==> src/rtl/pipe_pkg.sv <==
// pipe_pkg: shared definitions for the pipeline stage slice.
//   - default widths for datapath, control bundle and performance counters
//   - skid-buffer occupancy encoding (EMPTY / ONE / TWO)
//   - control-flag bundle layout carried alongside each stage's payload
package pipe_pkg;

  localparam int unsigned DATA_W_DEF = 32;
  localparam int unsigned CTRL_W_DEF = 24;
  localparam int unsigned CNT_W_DEF  = 16;

  typedef enum logic [1:0] {
    ST_EMPTY = 2'd0,
    ST_ONE   = 2'd1,
    ST_TWO   = 2'd2
  } skid_state_e;

  // Control bundle layout; an all-zero bundle is a harmless bubble.
  typedef struct packed {
    logic [14:0] opcode;
    logic [4:0]  rd;
    logic        reg_we;
    logic        mem_re;
    logic        mem_we;
    logic        halt;
  } ctrl_bundle_t;

endpackage

==> src/rtl/pipe_sat_counter.sv <==
// pipe_sat_counter: saturating up-counter.
//   i_clk  - clock
//   i_rst  - synchronous active-high reset to zero
//   i_inc  - increment request for this cycle
//   o_cnt  - current count; sticks at all-ones
module pipe_sat_counter #(
  parameter int unsigned W = 16
) (
  input  logic         i_clk,
  input  logic         i_rst,
  input  logic         i_inc,
  output logic [W-1:0] o_cnt
);

  logic [W-1:0] cnt_q, cnt_d;

  always_comb begin
    cnt_d = cnt_q;
    if (i_inc && (cnt_q != '1)) begin
      cnt_d = cnt_q + W'(1);
    end
  end

  always_ff @(posedge i_clk) begin
    if (i_rst) begin
      cnt_q <= '0;
    end else begin
      cnt_q <= cnt_d;
    end
  end

  assign o_cnt = cnt_q;

endmodule

==> src/rtl/pipe_stage_skid.sv <==
// pipe_stage_skid: two-entry skid-buffered pipeline stage.
//   i_clk, i_rst              - clock, synchronous active-high reset
//   i_step                    - debug step enable; low freezes everything
//   i_flush                   - drop all held entries and any incoming beat
//   i_up_valid/o_up_ready,
//   i_up_data/i_up_ctrl       - upstream handshake
//   o_dn_valid/i_dn_ready,
//   o_dn_data/o_dn_ctrl       - downstream handshake; payload zero when idle
//   o_stall_cnt/o_bubble_cnt  - saturating perf counters, only when the
//                               PIPE_STAGE_PERF_EN macro is defined
module pipe_stage_skid
  import pipe_pkg::*;
#(
  parameter int unsigned DATA_W = DATA_W_DEF,
  parameter int unsigned CTRL_W = CTRL_W_DEF,
  parameter int unsigned CNT_W  = CNT_W_DEF
) (
  input  logic              i_clk,
  input  logic              i_rst,
  input  logic              i_step,
  input  logic              i_flush,
  input  logic              i_up_valid,
  output logic              o_up_ready,
  input  logic [DATA_W-1:0] i_up_data,
  input  logic [CTRL_W-1:0] i_up_ctrl,
  output logic              o_dn_valid,
  input  logic              i_dn_ready,
  output logic [DATA_W-1:0] o_dn_data,
  output logic [CTRL_W-1:0] o_dn_ctrl
`ifdef PIPE_STAGE_PERF_EN
  ,
  output logic [CNT_W-1:0]  o_stall_cnt,
  output logic [CNT_W-1:0]  o_bubble_cnt
`endif
);

  skid_state_e       state_q, state_d;
  logic [DATA_W-1:0] main_data_q, main_data_d, skid_data_q, skid_data_d;
  logic [CTRL_W-1:0] main_ctrl_q, main_ctrl_d, skid_ctrl_q, skid_ctrl_d;
  logic              up_ready_q, up_ready_d;
  logic              dn_valid;
  logic              up_fire, dn_fire;

  assign dn_valid = (state_q != ST_EMPTY);
  assign up_fire  = i_step & i_up_valid & up_ready_q;
  assign dn_fire  = i_step & dn_valid & i_dn_ready;

  always_comb begin
    state_d     = state_q;
    main_data_d = main_data_q;
    main_ctrl_d = main_ctrl_q;
    skid_data_d = skid_data_q;
    skid_ctrl_d = skid_ctrl_q;
    if (i_step && i_flush) begin
      state_d     = ST_EMPTY;
      main_data_d = '0;
      main_ctrl_d = '0;
      skid_data_d = '0;
      skid_ctrl_d = '0;
    end else begin
      unique case (state_q)
        ST_EMPTY: begin
          if (up_fire) begin
            state_d     = ST_ONE;
            main_data_d = i_up_data;
            main_ctrl_d = i_up_ctrl;
          end
        end
        ST_ONE: begin
          if (up_fire && dn_fire) begin
            main_data_d = i_up_data;
            main_ctrl_d = i_up_ctrl;
          end else if (up_fire) begin
            state_d     = ST_TWO;
            skid_data_d = i_up_data;
            skid_ctrl_d = i_up_ctrl;
          end else if (dn_fire) begin
            state_d     = ST_EMPTY;
            main_data_d = '0;
            main_ctrl_d = '0;
          end
        end
        ST_TWO: begin
          // up_ready is low in TWO, so only a drain can happen here.
          if (dn_fire) begin
            state_d     = ST_ONE;
            main_data_d = skid_data_q;
            main_ctrl_d = skid_ctrl_q;
            skid_data_d = '0;
            skid_ctrl_d = '0;
          end
        end
        default: begin
          state_d = ST_EMPTY;
        end
      endcase
    end
    // Ready is registered from the next state so i_dn_ready never reaches it combinationally.
    up_ready_d = (state_d != ST_TWO);
  end

  always_ff @(posedge i_clk) begin
    if (i_rst) begin
      state_q     <= ST_EMPTY;
      main_data_q <= '0;
      main_ctrl_q <= '0;
      skid_data_q <= '0;
      skid_ctrl_q <= '0;
      up_ready_q  <= 1'b1;
    end else begin
      state_q     <= state_d;
      main_data_q <= main_data_d;
      main_ctrl_q <= main_ctrl_d;
      skid_data_q <= skid_data_d;
      skid_ctrl_q <= skid_ctrl_d;
      up_ready_q  <= up_ready_d;
    end
  end

  assign o_up_ready = up_ready_q;
  assign o_dn_valid = dn_valid;
  assign o_dn_data  = dn_valid ? main_data_q : '0;
  assign o_dn_ctrl  = dn_valid ? main_ctrl_q : '0;

`ifdef PIPE_STAGE_PERF_EN
  pipe_sat_counter #(.W(CNT_W)) u_stall_cnt (
    .i_clk (i_clk),
    .i_rst (i_rst),
    .i_inc (i_step & dn_valid & ~i_dn_ready),
    .o_cnt (o_stall_cnt)
  );

  pipe_sat_counter #(.W(CNT_W)) u_bubble_cnt (
    .i_clk (i_clk),
    .i_rst (i_rst),
    .i_inc (i_step & ~dn_valid),
    .o_cnt (o_bubble_cnt)
  );
`else
  logic [CNT_W-1:0] cnt_w_unused;
  assign cnt_w_unused = '0;
`endif

endmodule

==> config.mk <==
export PLATFORM = sky130hd
export DESIGN_NAME = pipe_stage_skid
export DESIGN_NICKNAME = d
export VERILOG_FILES = /design/src/rtl/pipe_pkg.sv /design/src/rtl/pipe_sat_counter.sv /design/src/rtl/pipe_stage_skid.sv
export SDC_FILE = /design/constraint.sdc
export NUM_CORES = 1
export LEC_CHECK = 0
export CORE_UTILIZATION = 46
export DETAILED_ROUTE_END_ITERATION = 8
export PLACE_DENSITY = 0.76
export SKIP_CTS_REPAIR_TIMING = 1
export SYNTH_ARGS = -nofsm -noshare
export SYNTH_HDL_FRONTEND = slang
export SYNTH_SLANG_ARGS = --single-unit
==> constraint.sdc <==
create_clock -name i_clk -period 1.8 [get_ports i_clk]
set_input_delay 0.18 -clock i_clk [delete_from_list [all_inputs] [get_ports i_clk]]
set_output_delay 0.18 -clock i_clk [all_outputs]
set_load 0.02 [all_outputs]
==> flow_summary.ini <==
[pwr]
p_per_area_nw_per_um2 = 961
intPower_w = 0.00596
pwr-share-comb_pct = 22.7
p_leak_nw = 3.33
swShare_pct = 28.7
p_sw_w = 0.00240
ir_drop_mv = 0.621
power_frac_seq_pct = 33.6
finalPower_w = 0.00836
clock_power_share_pct = 43.7

[placement]
post-place-ws_ps = -262
portBuffers = 119
gp_congestion = 0.851
hpwl_um = 9850

[outcome]
status = complete, but fails checks
violations = negative setup slack

[clock_network]
clock_latency_ps = 420
cts.htree.levels = 4
cts_inserted_buffers = 17
cts_tree = built
cts-root-buf = clkbuf_16
clockBufferDepth = 2
clkTransAtPathRegs_ps = 60
clkSinkCount = 115

[grt]
grt_pass1_wl_um = 25000
grt_max_degree = 46
grt_pass1_vias = 5092
gr-total-overflow = 0
track_usage_pct = 24.5
antenna_found_initial = 0

[timing]
whs_ps = 369
max_freq_mhz = 507
hold_violations = 0
worst_pin_slew_ps = 363
setup_ws_ps = -173
fin_crit_sh_pct = 110
slew_violations = 0
rsz0062_at_grt = yes
clock-skew-final_ps = 9.24
setup_viol = 101
fin_setup_tns_ps = -4810
finalCriticalPeriod_ps = 1970
relSlewSlack_pct = 75.8

[run]
maxCapViolCount = 0

[floorplanning]
initial_utilization_pct = 47.2
die_w_um = 113
std_cell_rows = 40
dieArea_um2 = 12800
io_pins = 120
core_area_um2 = 12000
die_height_um = 113

[final_layout]
syn2layout_area_growth_pct = 53.2
antenna_cells = 0
fill_cells = 737
utilization_pct = 72.4
nets = 812
drive_above_1_share_pct = 38.3

[drt]
num_vias = 5741
firstDrtPassIters = 7
drt_iter0_markers = 606
wl_per_cell_um = 22.7
drc_errors = 0
viasPerCell = 6.34
drtAntennaViolNets = 0
routed_wl_um = 20600

[min_path]
holdPathEnd = skid_data_q[1]
hold_start = i_up_data[1]
hp-class = in2reg
holdPathStages = 3

[yosys]
yosys.area.top_type_share_pct = 40.6
async_flop_share_pct = 0
ys_seq_elements = 115
ys_warn_count = 0
synth_area_leader_cell = dfxtp_1
synth_edf_count = 0
ys_seq_area_share_pct = 40.6
post-synth-top-count-cell = dfxtp_1
syn_area_per_cell_um2 = 9.24
synthCells = 614
ys_types = 36
ys.flop_type = dfxtp_1
syn_nets = 681
synthTopCellsByArea = dfxtp_1 41%, nand3_2 7.1%, nor2b_1 6.2%
synthTopCellsByCount = 115 x dfxtp_1, 58 x nor2_1, 57 x a21oi_1, 56 x nor2b_1, 52 x nand3_1
syn_area_um2 = 5670

[critical_path]
reg2reg_slack_ps = -170
cp-end-kind = flop
crit_path_max_fanout = 9
path_cells = inv_4 > ha_4 > nand4_1 > o21ai_4 > buf_4 > clkbuf_16 > a221oi_2 > nor3_1
worstPathRequired_ps = 2120
arrival_ps = 2290
path_class = reg2reg
cpPeakStageDelay_ps = 370
startpoint_type = flop
reg2reg_to = main_ctrl_q[15]
worst_r2r_startpoint = state_q[1]
r2r_cells = 8
critPathSlowestCell = dfxtp_4
==> cells by family (layout without fill, tap and decap cells) <==
| family | Yosys count | after routing | synth area share, % |
|---|---|---|---|
| buffers and inverters | 72 | 216 | 7.92 |
| DFF | 115 | 115 | 40.6 |
| AOI/OAI and AO/OA | 125 | 125 | 17.6 |
| adders and majority gates | 5 | 5 | 1.10 |
| and+or+nand+nor | 297 | 297 | 32.8 |
==> sequential cells by signal, indices dropped and copies added (netlist names) <==
signal       count
state_q          2
main_data_q     32
skid_data_q     32
skid_ctrl_q     24
o_up_ready       1
main_ctrl_q     24
==> power groups by stage <==
stage / Combinational (W) / Sequential (W) / Clock, W
final: 0.00190 / 0.00281 / 0.00365
after CTS: 0.00143 / 0.00279 / 0.00360
after global routing: 0.00199 / 0.00282 / 0.00376
after detailed placement: 0.00142 / 0.00284 / 0
after floorplan: 0.000924 / 0.00283 / 0
after global placement: 0.00138 / 0.00284 / 0
==> per-layer routing <==
layer | GRT usage, % | vias up | wire length, um
met3 | 5.78 | 83 | 1490
li1 | - | 2499 | -
met4 | 9.82 | 0 | 890
met2 | 41.3 | 354 | 10200
met5 | 0 | - | 0
met1 | 30.3 | 2805 | 8000
==> worst max path at each step <==
| stage | from | endpoint | slack (ps) | depth (start not counted) |
|---|---|---|---|---|
| final | state_q[1] | main_ctrl_q[15] | -170 | 8 |
| after floorplan | state_q[0] | skid_ctrl_q[0] | 10 | 9 |
| after global placement | i_step | skid_data_q[19] | -200 | 6 |
| after CTS | state_q[1] | o_dn_data[26] | -520 | 5 |
| after global routing | state_q[1] | main_data_q[7] | -170 | 8 |
| after detailed placement | i_step | main_ctrl_q[23] | -260 | 7 |
==> worst max-delay path, delay by kind of cell, from the launching register on <==
family          cells  cell delay [ps]
fa+ha+maj           1              180
buf+inv             3              420
flops               1              370
simple gates        2              520
compound gates      2              380
==> cell usage in the layout, fill, tap and decap left out, drive strengths merged, types with 2 or more instances in the layout <==
cell type	instances
a21oi	57
a221oi	56
a22o	2
and3b	2
buf	58
bufinv	4
clkbuf	57
clkdlybuf4s50	62
clkinv	5
clkinvlp	4
dfxtp	115
dlymetal6s2s	22
ha	5
inv	4
nand3	92
nand3b	23
nor2	58
nor2b	56
nor3	59
o21ai	3
or3	2
==> stage by stage <==
stage	cell area [um^2]	std cells
finish	8690	905
floorplan	5680	614
global route	8690	905
global placement	7100	849
detailed placement	7100	849
CTS	7740	881
==> final cells by class <==
type | count | area (um^2) | share of cell area [%]
multi-input combinational | 427 | 3550 | 40.8
sequential | 115 | 2310 | 26.6
timing repair buffer | 180 | 2000 | 23.0
clock buffer | 19 | 453 | 5.21
tap | 147 | 184 | 2.12
clock inverter | 13 | 183 | 2.10
inverter | 4 | 20.0 | 0.230
No activity file was read; power rests on OpenSTA's default activity.
